**config.mk**
```make
export PLATFORM = sky130hd
export DESIGN_NAME = regwrite_demux_flat
export DESIGN_NICKNAME = d
export VERILOG_FILES = /design/src/rtl/regwrite_demux_if.sv /design/src/rtl/regwrite_demux.sv /design/src/flat_wrapper.sv
export SDC_FILE = /design/constraint.sdc
export NUM_CORES = 1
export LEC_CHECK = 0
export ABC_AREA = 1
export BUFFER_PORTS_ARGS = -buffer_cell sky130_fd_sc_hd__buf_2
export CELL_PAD_IN_SITES_DETAIL_PLACEMENT = 0
export CELL_PAD_IN_SITES_GLOBAL_PLACEMENT = 1
export CORE_ASPECT_RATIO = 0.7
export CORE_MARGIN = 1
export CORE_UTILIZATION = 39
export DETAILED_ROUTE_END_ITERATION = 6
export GPL_TIMING_DRIVEN = 0
export PLACE_DENSITY = 0.86
export SLEW_MARGIN = 20
export SYNTH_ARGS = -nofsm -noshare
export SYNTH_HDL_FRONTEND = slang
export SYNTH_SLANG_ARGS = --single-unit
```
**constraint.sdc**
```tcl
create_clock -name clk -period 1.62 [get_ports clk]
set_input_delay 0.081 -clock clk [delete_from_list [all_inputs] [get_ports clk]]
set_output_delay 0.081 -clock clk [all_outputs]
set_load 0.05 [all_outputs]
```
**src/rtl/regwrite_demux_if.sv**
```systemverilog
// Write-back request / register-file write-port bundle for regwrite_demux.
// Signals:
//   in_valid, in_addr, in_data  : write-back request (master -> slave)
//   in_ready                    : request accepted when in_valid && in_ready
//   out_ready                   : register file can take a write (master -> slave)
//   out_valid, wr_en, wr_addr,
//   wr_data                     : head write presented to the register file
// Modports: slave = the demux, master = the environment driving/consuming it.
interface regwrite_demux_if #(
  parameter int unsigned ADDR_W = 5,
  parameter int unsigned DATA_W = 64
);
  localparam int unsigned N = 2 ** ADDR_W;

  logic              in_valid;
  logic [ADDR_W-1:0] in_addr;
  logic [DATA_W-1:0] in_data;
  logic              in_ready;
  logic              out_ready;
  logic              out_valid;
  logic [N-1:0]      wr_en;
  logic [ADDR_W-1:0] wr_addr;
  logic [DATA_W-1:0] wr_data;

  modport slave (
    input  in_valid, in_addr, in_data, out_ready,
    output in_ready, out_valid, wr_en, wr_addr, wr_data
  );

  modport master (
    output in_valid, in_addr, in_data, out_ready,
    input  in_ready, out_valid, wr_en, wr_addr, wr_data
  );
endinterface

```
**src/rtl/regwrite_demux.sv**
```systemverilog
// Write-back demultiplexer for the register file write port.
// Buffers {addr, data} requests in a 2-entry FIFO and presents the head entry
// with a one-hot per-register write-enable vector.
// Ports:
//   clk   : clock, all state updates on rising edge
//   reset : asynchronous active-low reset
//   bus   : regwrite_demux_if.slave (request handshake + register-file side)
// Optional build macro: REGWRITE_ZERO_REG_DROP_EN -- requests addressed to
// register N-1 (XZR) are accepted but discarded instead of buffered.
module regwrite_demux #(
  parameter int unsigned ADDR_W = 5,
  parameter int unsigned DATA_W = 64
) (
  input  logic               clk,
  input  logic               reset,
  regwrite_demux_if.slave    bus
);
  localparam int unsigned N = 2 ** ADDR_W;

  logic [ADDR_W-1:0] mem_addr [2];
  logic [DATA_W-1:0] mem_data [2];
  logic              rd_ptr;
  logic              wr_ptr;
  logic [1:0]        count;

  logic accept;
  logic push;
  logic pop;
  logic is_xzr;

`ifdef REGWRITE_ZERO_REG_DROP_EN
  assign is_xzr = (bus.in_addr == '1);
`else
  assign is_xzr = 1'b0;
`endif

  // Handshake depends only on registered occupancy, never on out_ready.
  assign bus.in_ready  = (count != 2'd2);
  assign bus.out_valid = (count != 2'd0);

  assign accept = bus.in_valid && bus.in_ready;
  // A dropped XZR write completes the handshake but never enters storage.
  assign push   = accept && !is_xzr;
  assign pop    = bus.out_valid && bus.out_ready;

  assign bus.wr_addr = mem_addr[rd_ptr];
  assign bus.wr_data = mem_data[rd_ptr];

  always_comb begin
    bus.wr_en = '0;
    if (bus.out_valid) begin
      bus.wr_en[bus.wr_addr] = 1'b1;
    end
  end

  always_ff @(posedge clk or negedge reset) begin
    if (!reset) begin
      count  <= '0;
      rd_ptr <= 1'b0;
      wr_ptr <= 1'b0;
      for (int unsigned i = 0; i < 2; i++) begin
        mem_addr[i] <= '0;
        mem_data[i] <= '0;
      end
    end else begin
      if (push) begin
        mem_addr[wr_ptr] <= bus.in_addr;
        mem_data[wr_ptr] <= bus.in_data;
        wr_ptr           <= ~wr_ptr;
      end
      if (pop) begin
        rd_ptr <= ~rd_ptr;
      end
      case ({push, pop})
        2'b10:   count <= count + 2'd1;
        2'b01:   count <= count - 2'd1;
        default: count <= count;
      endcase
    end
  end
endmodule

```
**src/flat_wrapper.sv**
```systemverilog
// flat-port wrapper written by rule: the top's interface ports become plain ports
module regwrite_demux_flat 
#(
  parameter int unsigned ADDR_W = 5,
  parameter int unsigned DATA_W = 64
)
  (clk, reset, bus_in_valid, bus_in_addr, bus_in_data, bus_out_ready, bus_in_ready, bus_out_valid, bus_wr_en, bus_wr_addr, bus_wr_data);
  regwrite_demux_if #(.ADDR_W(ADDR_W), .DATA_W(DATA_W)) bus_i ();
  input  logic clk;
  input  logic reset;
  input wire logic [$bits(bus_i.in_valid)-1:0] bus_in_valid;
  input wire logic [$bits(bus_i.in_addr)-1:0] bus_in_addr;
  input wire logic [$bits(bus_i.in_data)-1:0] bus_in_data;
  input wire logic [$bits(bus_i.out_ready)-1:0] bus_out_ready;
  output wire logic [$bits(bus_i.in_ready)-1:0] bus_in_ready;
  output wire logic [$bits(bus_i.out_valid)-1:0] bus_out_valid;
  output wire logic [$bits(bus_i.wr_en)-1:0] bus_wr_en;
  output wire logic [$bits(bus_i.wr_addr)-1:0] bus_wr_addr;
  output wire logic [$bits(bus_i.wr_data)-1:0] bus_wr_data;
  assign bus_i.in_valid = bus_in_valid;
  assign bus_i.in_addr = bus_in_addr;
  assign bus_i.in_data = bus_in_data;
  assign bus_i.out_ready = bus_out_ready;
  assign bus_in_ready = bus_i.in_ready;
  assign bus_out_valid = bus_i.out_valid;
  assign bus_wr_en = bus_i.wr_en;
  assign bus_wr_addr = bus_i.wr_addr;
  assign bus_wr_data = bus_i.wr_data;
  regwrite_demux #(.ADDR_W(ADDR_W), .DATA_W(DATA_W)) u_core (.clk(clk), .reset(reset), .bus(bus_i));
endmodule
```
==> key figures <==
Pwr
  – Switching part of the total power: 49.86%
  – Sequential Power Share: 21.3%
  – Power density of the placed cells: around 2500 nW/um^2
  – Worst VDD drop: between 1.5 and 2 mV
  – Part of the total power dissipated in combinational logic: 66.1%
  – Leakage Power: approximately 5.9 nW
  – Clk network pwr share: 12.6%
  – Internal portion of total power: 0.01514 W
  – Switch Pwr: between 0.015 and 0.02 W

Floorplanning
  – Area of the die: 18480 um^2
  – Num rows: 40
  – Effective utilization at floorplan: 40.27%
  – Number of top-level pins: 176
  – Overall die height: 114.0 um
  – Placeable core region: 17370 um^2
  – Die Wd: 162.1 um

Synthesis
  – Top cell type's share of synthesized area: 50.81%
  – Unique masters post-synth: 22
  – Post-synth top flop: sky130_fd_sc_hd__dfrtp_1
  – Post-Synth Simple-Gate Area: 23.52%
  – Synth async-reset ratio: 100.0%
  – Multiplexer share of the synthesized area: 0%
  – Ranking of synthesized cells by area: sky130_fd_sc_hd__dfrtp_1 51%, sky130_fd_sc_hd__nand2_1 20%, sky130_fd_sc_hd__o21ai_2 12%
  – Synthesized net count: 907
  – Dominant cell type by area after synthesis: sky130_fd_sc_hd__dfrtp_1
  – Sequential area share after synthesis: approximately 51%
  – Fraction of synthesized cell area in xor and xnor cells: 0.2504%
  – Synthesized-area fraction occupied by adder cells: 0.1789%
  – Number of flip-flops and latches in the synthesized netlist: 142
  – Complex-gate fraction of the synthesized area: 14.92%
  – Combinational family with the most area after synthesis: simple AND/OR/NAND/NOR gates
  – Mapped Cells: 833
  – Netlist area before placement: around 7000 um^2
  – Synth Area per Inst: between 8 and 9 um^2
  – Number of flops mapped to enable cells by yosys: 0
  – Number of warning messages in the yosys log: 0

Final layout
  – Final net count: 1199
  – Commonest cells after routing, fill and taps aside: 241 x sky130_fd_sc_hd__nand2_1, 140 x sky130_fd_sc_hd__dfrtp_1, 94 x sky130_fd_sc_hd__o21ai_2
  – Post-route core utilization: 68.74%
  – Layout overhead on the synthesized area: 70.68%
  – Fraction of final layout cells sized beyond drive strength 1: 48.59%
  – Summed area of non-filler cells in the final layout: between 10000 and 15000 um^2
  – Most common library cell in the layout ignoring fill and taps: sky130_fd_sc_hd__nand2_1

Detailed routing
  – Via density: 4.880
  – Drc violations: 0
  – Vias after detailed routing: 6686
  – Iteration-0 DRC Markers: between 400 and 500
  – Total wire length: 23040 um
  – Remaining number of nets flagged by the antenna check after routing: 0
  – First drt pass iteration count: 5
  – Average wire per cell in the routed design: 16.82 um

Place
  – DP HPWL: roughly 13000 um
  – RePlAce Congestion: 0.7617
  – Dpl cell area: 8496 um^2
  – Port Buffers: 175

Setup path
  – Nature of the critical path endpoint: output pin
  – Worst reg2reg setup slack: 130 ps
  – Arrival time at the worst endpoint: 1830 ps
  – Cells on worst reg2reg path: 6
  – Startpoint kind of the worst setup timing path: register
  – Data required, critical path: 1540 ps
  – Crit Reg-Reg Startpoint: u_core.count[0]
  – Kind of critical path: reg2out
  – Critical path fanouts, max: 5
  – Critical register-to-register path endpoint: u_core.mem_data[37]

STA
  – Final Worst Setup Slack: -286.1 ps
  – Final Hold Viols: 0
  – Final max-slew violation count: 0
  – Final-report setup violation count: 98
  – Final period util: 117.7%
  – Setup repair after global routing missed its margin: yes
  – Worst clock skew: about 6.6 ps
  – Final Critical Period: approximately 1900 ps
  – Slew at the pin with the worst max-slew slack: roughly 500 ps
  – Headroom to the max-slew limit: 66.38%
  – Max Clk Rate: 524.6 MHz

Clock tree
  – Clock transition at the registers of the reported paths: 70 ps
  – CTS H-tree lvls: 4
  – Clock latency at the later pin of the worst-skew pair: 410 ps
  – Longest Clk Path Bufs: 2
  – Cts bufs inserted: 17
  – TritonCTS Sinks: 142
  – Root cell of the clock tree: sky130_fd_sc_hd__clkbuf_16
  – CTS tree: done

GRT
  – Initial antenna violation count: 1
  – Global-route wire length before repair: approximately 33000 um
  – Overflow after GRT: 0
  – Number of global-route vias before repair: 6554
  – Global-route usage over all layers: between 20% and 30%
  – Maximum number of pins on one net before global-route repair: 97

Worst hold path
  – Class of the worst hold path: in2reg
  – Destination of the worst hold path: u_core.wr_ptr
  – Hold-critical path depth: 4
  – Start point of the worst hold path: bus_in_valid

Status
  – Failing checks: negative setup slack
  – Outcome: complete, but fails checks

Job
  – MaxCap Viol Count: 0
kinds of logic after synthesis:
| family | after synthesis |
|---|---|
| adder cells (fa/ha/maj) | 1 |
| XOR/XNOR | 2 |
| flip-flops | 142 |
| AO/OA/AOI/OAI | 138 |
| buffers and inverters | 132 |
| AND/OR/NAND/NOR | 418 |
layout make-up:
cell class | count | area (um^2)
diodes | 1 | 2.502
plain buffers | 46 | 599.3
clock buffers | 17 | 425.4
clock inverters | 15 | 151.4
fillers | 1279 | 5429
inverters | 86 | 326.6
multi-input cells | 559 | 3676
flip-flops and latches | 142 | 3556
well taps | 231 | 289.0
repair buffers | 273 | 2912
sequential cells by signal, summed over array words and instances (netlist names):
| name | cells |
|---|---|
| u_core.rd_ptr | 1 |
| u_core.mem_addr | 10 |
| u_core.wr_ptr | 1 |
| u_core.count | 2 |
| u_core.mem_data | 128 |
through the flow:
step | cells | setup slack (ps) | hold slack [ps] | TNS, ps | power [W]
after floorplan | 833 | -86.82 | -214.6 | -1948 | 0.01662
after global placement | 1239 | -1573 | 343.3 | -227300 | 0.01946
after detailed placement | 1240 | -148.0 | -0.6689 | -6175 | 0.01968
after CTS | 1359 | -237.2 | 9.233 | -15410 | 0.02759
after global routing | 1370 | -341.6 | 34.41 | -25480 | 0.03164
final | 1370 | -286.1 | 20.36 | -19950 | 0.03020
routing by layer:
layer / wire length, um / share of wire, % / global-route usage (%)
met1: 10320 / 45 / 33.10
met2: 11230 / 49 / 37.80
met3: 1149 / 5.0 / 3.636
met4: 343 / 1.5 / 6.038
met5: 0 / 0 / 0
critical path, cell delays in order (launching register included):
cell                      delay [ps]
sky130_fd_sc_hd__dfrtp_1         390
sky130_fd_sc_hd__buf_6           150
sky130_fd_sc_hd__buf_12          120
sky130_fd_sc_hd__nand2_2         100
sky130_fd_sc_hd__nand2_8         140
sky130_fd_sc_hd__nand3_4         160
sky130_fd_sc_hd__nor2_4          180
sky130_fd_sc_hd__buf_8           160
how the worst max path moves through the flow:
stage / end / slack [ps] / start
floorplan: bus_wr_en[24] / -90 / u_core.rd_ptr
global placement: u_core.count[1] / -1570 / reset
detailed placement: bus_wr_data[45] / -150 / u_core.rd_ptr
CTS: bus_wr_en[7] / -240 / u_core.rd_ptr
global route: bus_wr_en[2] / -340 / u_core.rd_ptr
finish: bus_wr_en[20] / -290 / u_core.rd_ptr
power groups by stage:
| stage | Sequential, W | Combinational (W) | Clock (W) |
|---|---|---|---|
| after floorplan | 0.00599 | 0.0106 | 0 |
| after global placement | 0.00614 | 0.0133 | 0 |
| after detailed placement | 0.00620 | 0.0135 | 0 |
| after CTS | 0.00618 | 0.0175 | 0.00386 |
| after global routing | 0.00660 | 0.0210 | 0.00403 |
| final | 0.00643 | 0.0200 | 0.00380 |
what timing repair did:
item	in CTS	in global routing
gates resized for setup	333	181
endpoints found under the setup margin	97	109
buffers inserted	13	4
cloned	4	8
hold buffers	70	0
pin swaps	34	50
endpoints found under the hold margin	184	0
synth_stat cells, types with 2 or more instances:
master and n:
sky130_fd_sc_hd__nand2_1 366, sky130_fd_sc_hd__dfrtp_1 142, sky130_fd_sc_hd__o21ai_2 94, sky130_fd_sc_hd__inv_1 84
sky130_fd_sc_hd__nor2_1 34, sky130_fd_sc_hd__buf_6 26, sky130_fd_sc_hd__o21ai_1 26, sky130_fd_sc_hd__o21ai_0 18
sky130_fd_sc_hd__buf_2 12, sky130_fd_sc_hd__nand3_1 9, sky130_fd_sc_hd__buf_4 4, sky130_fd_sc_hd__nand3_2 4
sky130_fd_sc_hd__clkbuf_1 3, sky130_fd_sc_hd__inv_2 2, sky130_fd_sc_hd__nand3_4 2
Power figures use the tool's default switching activity.
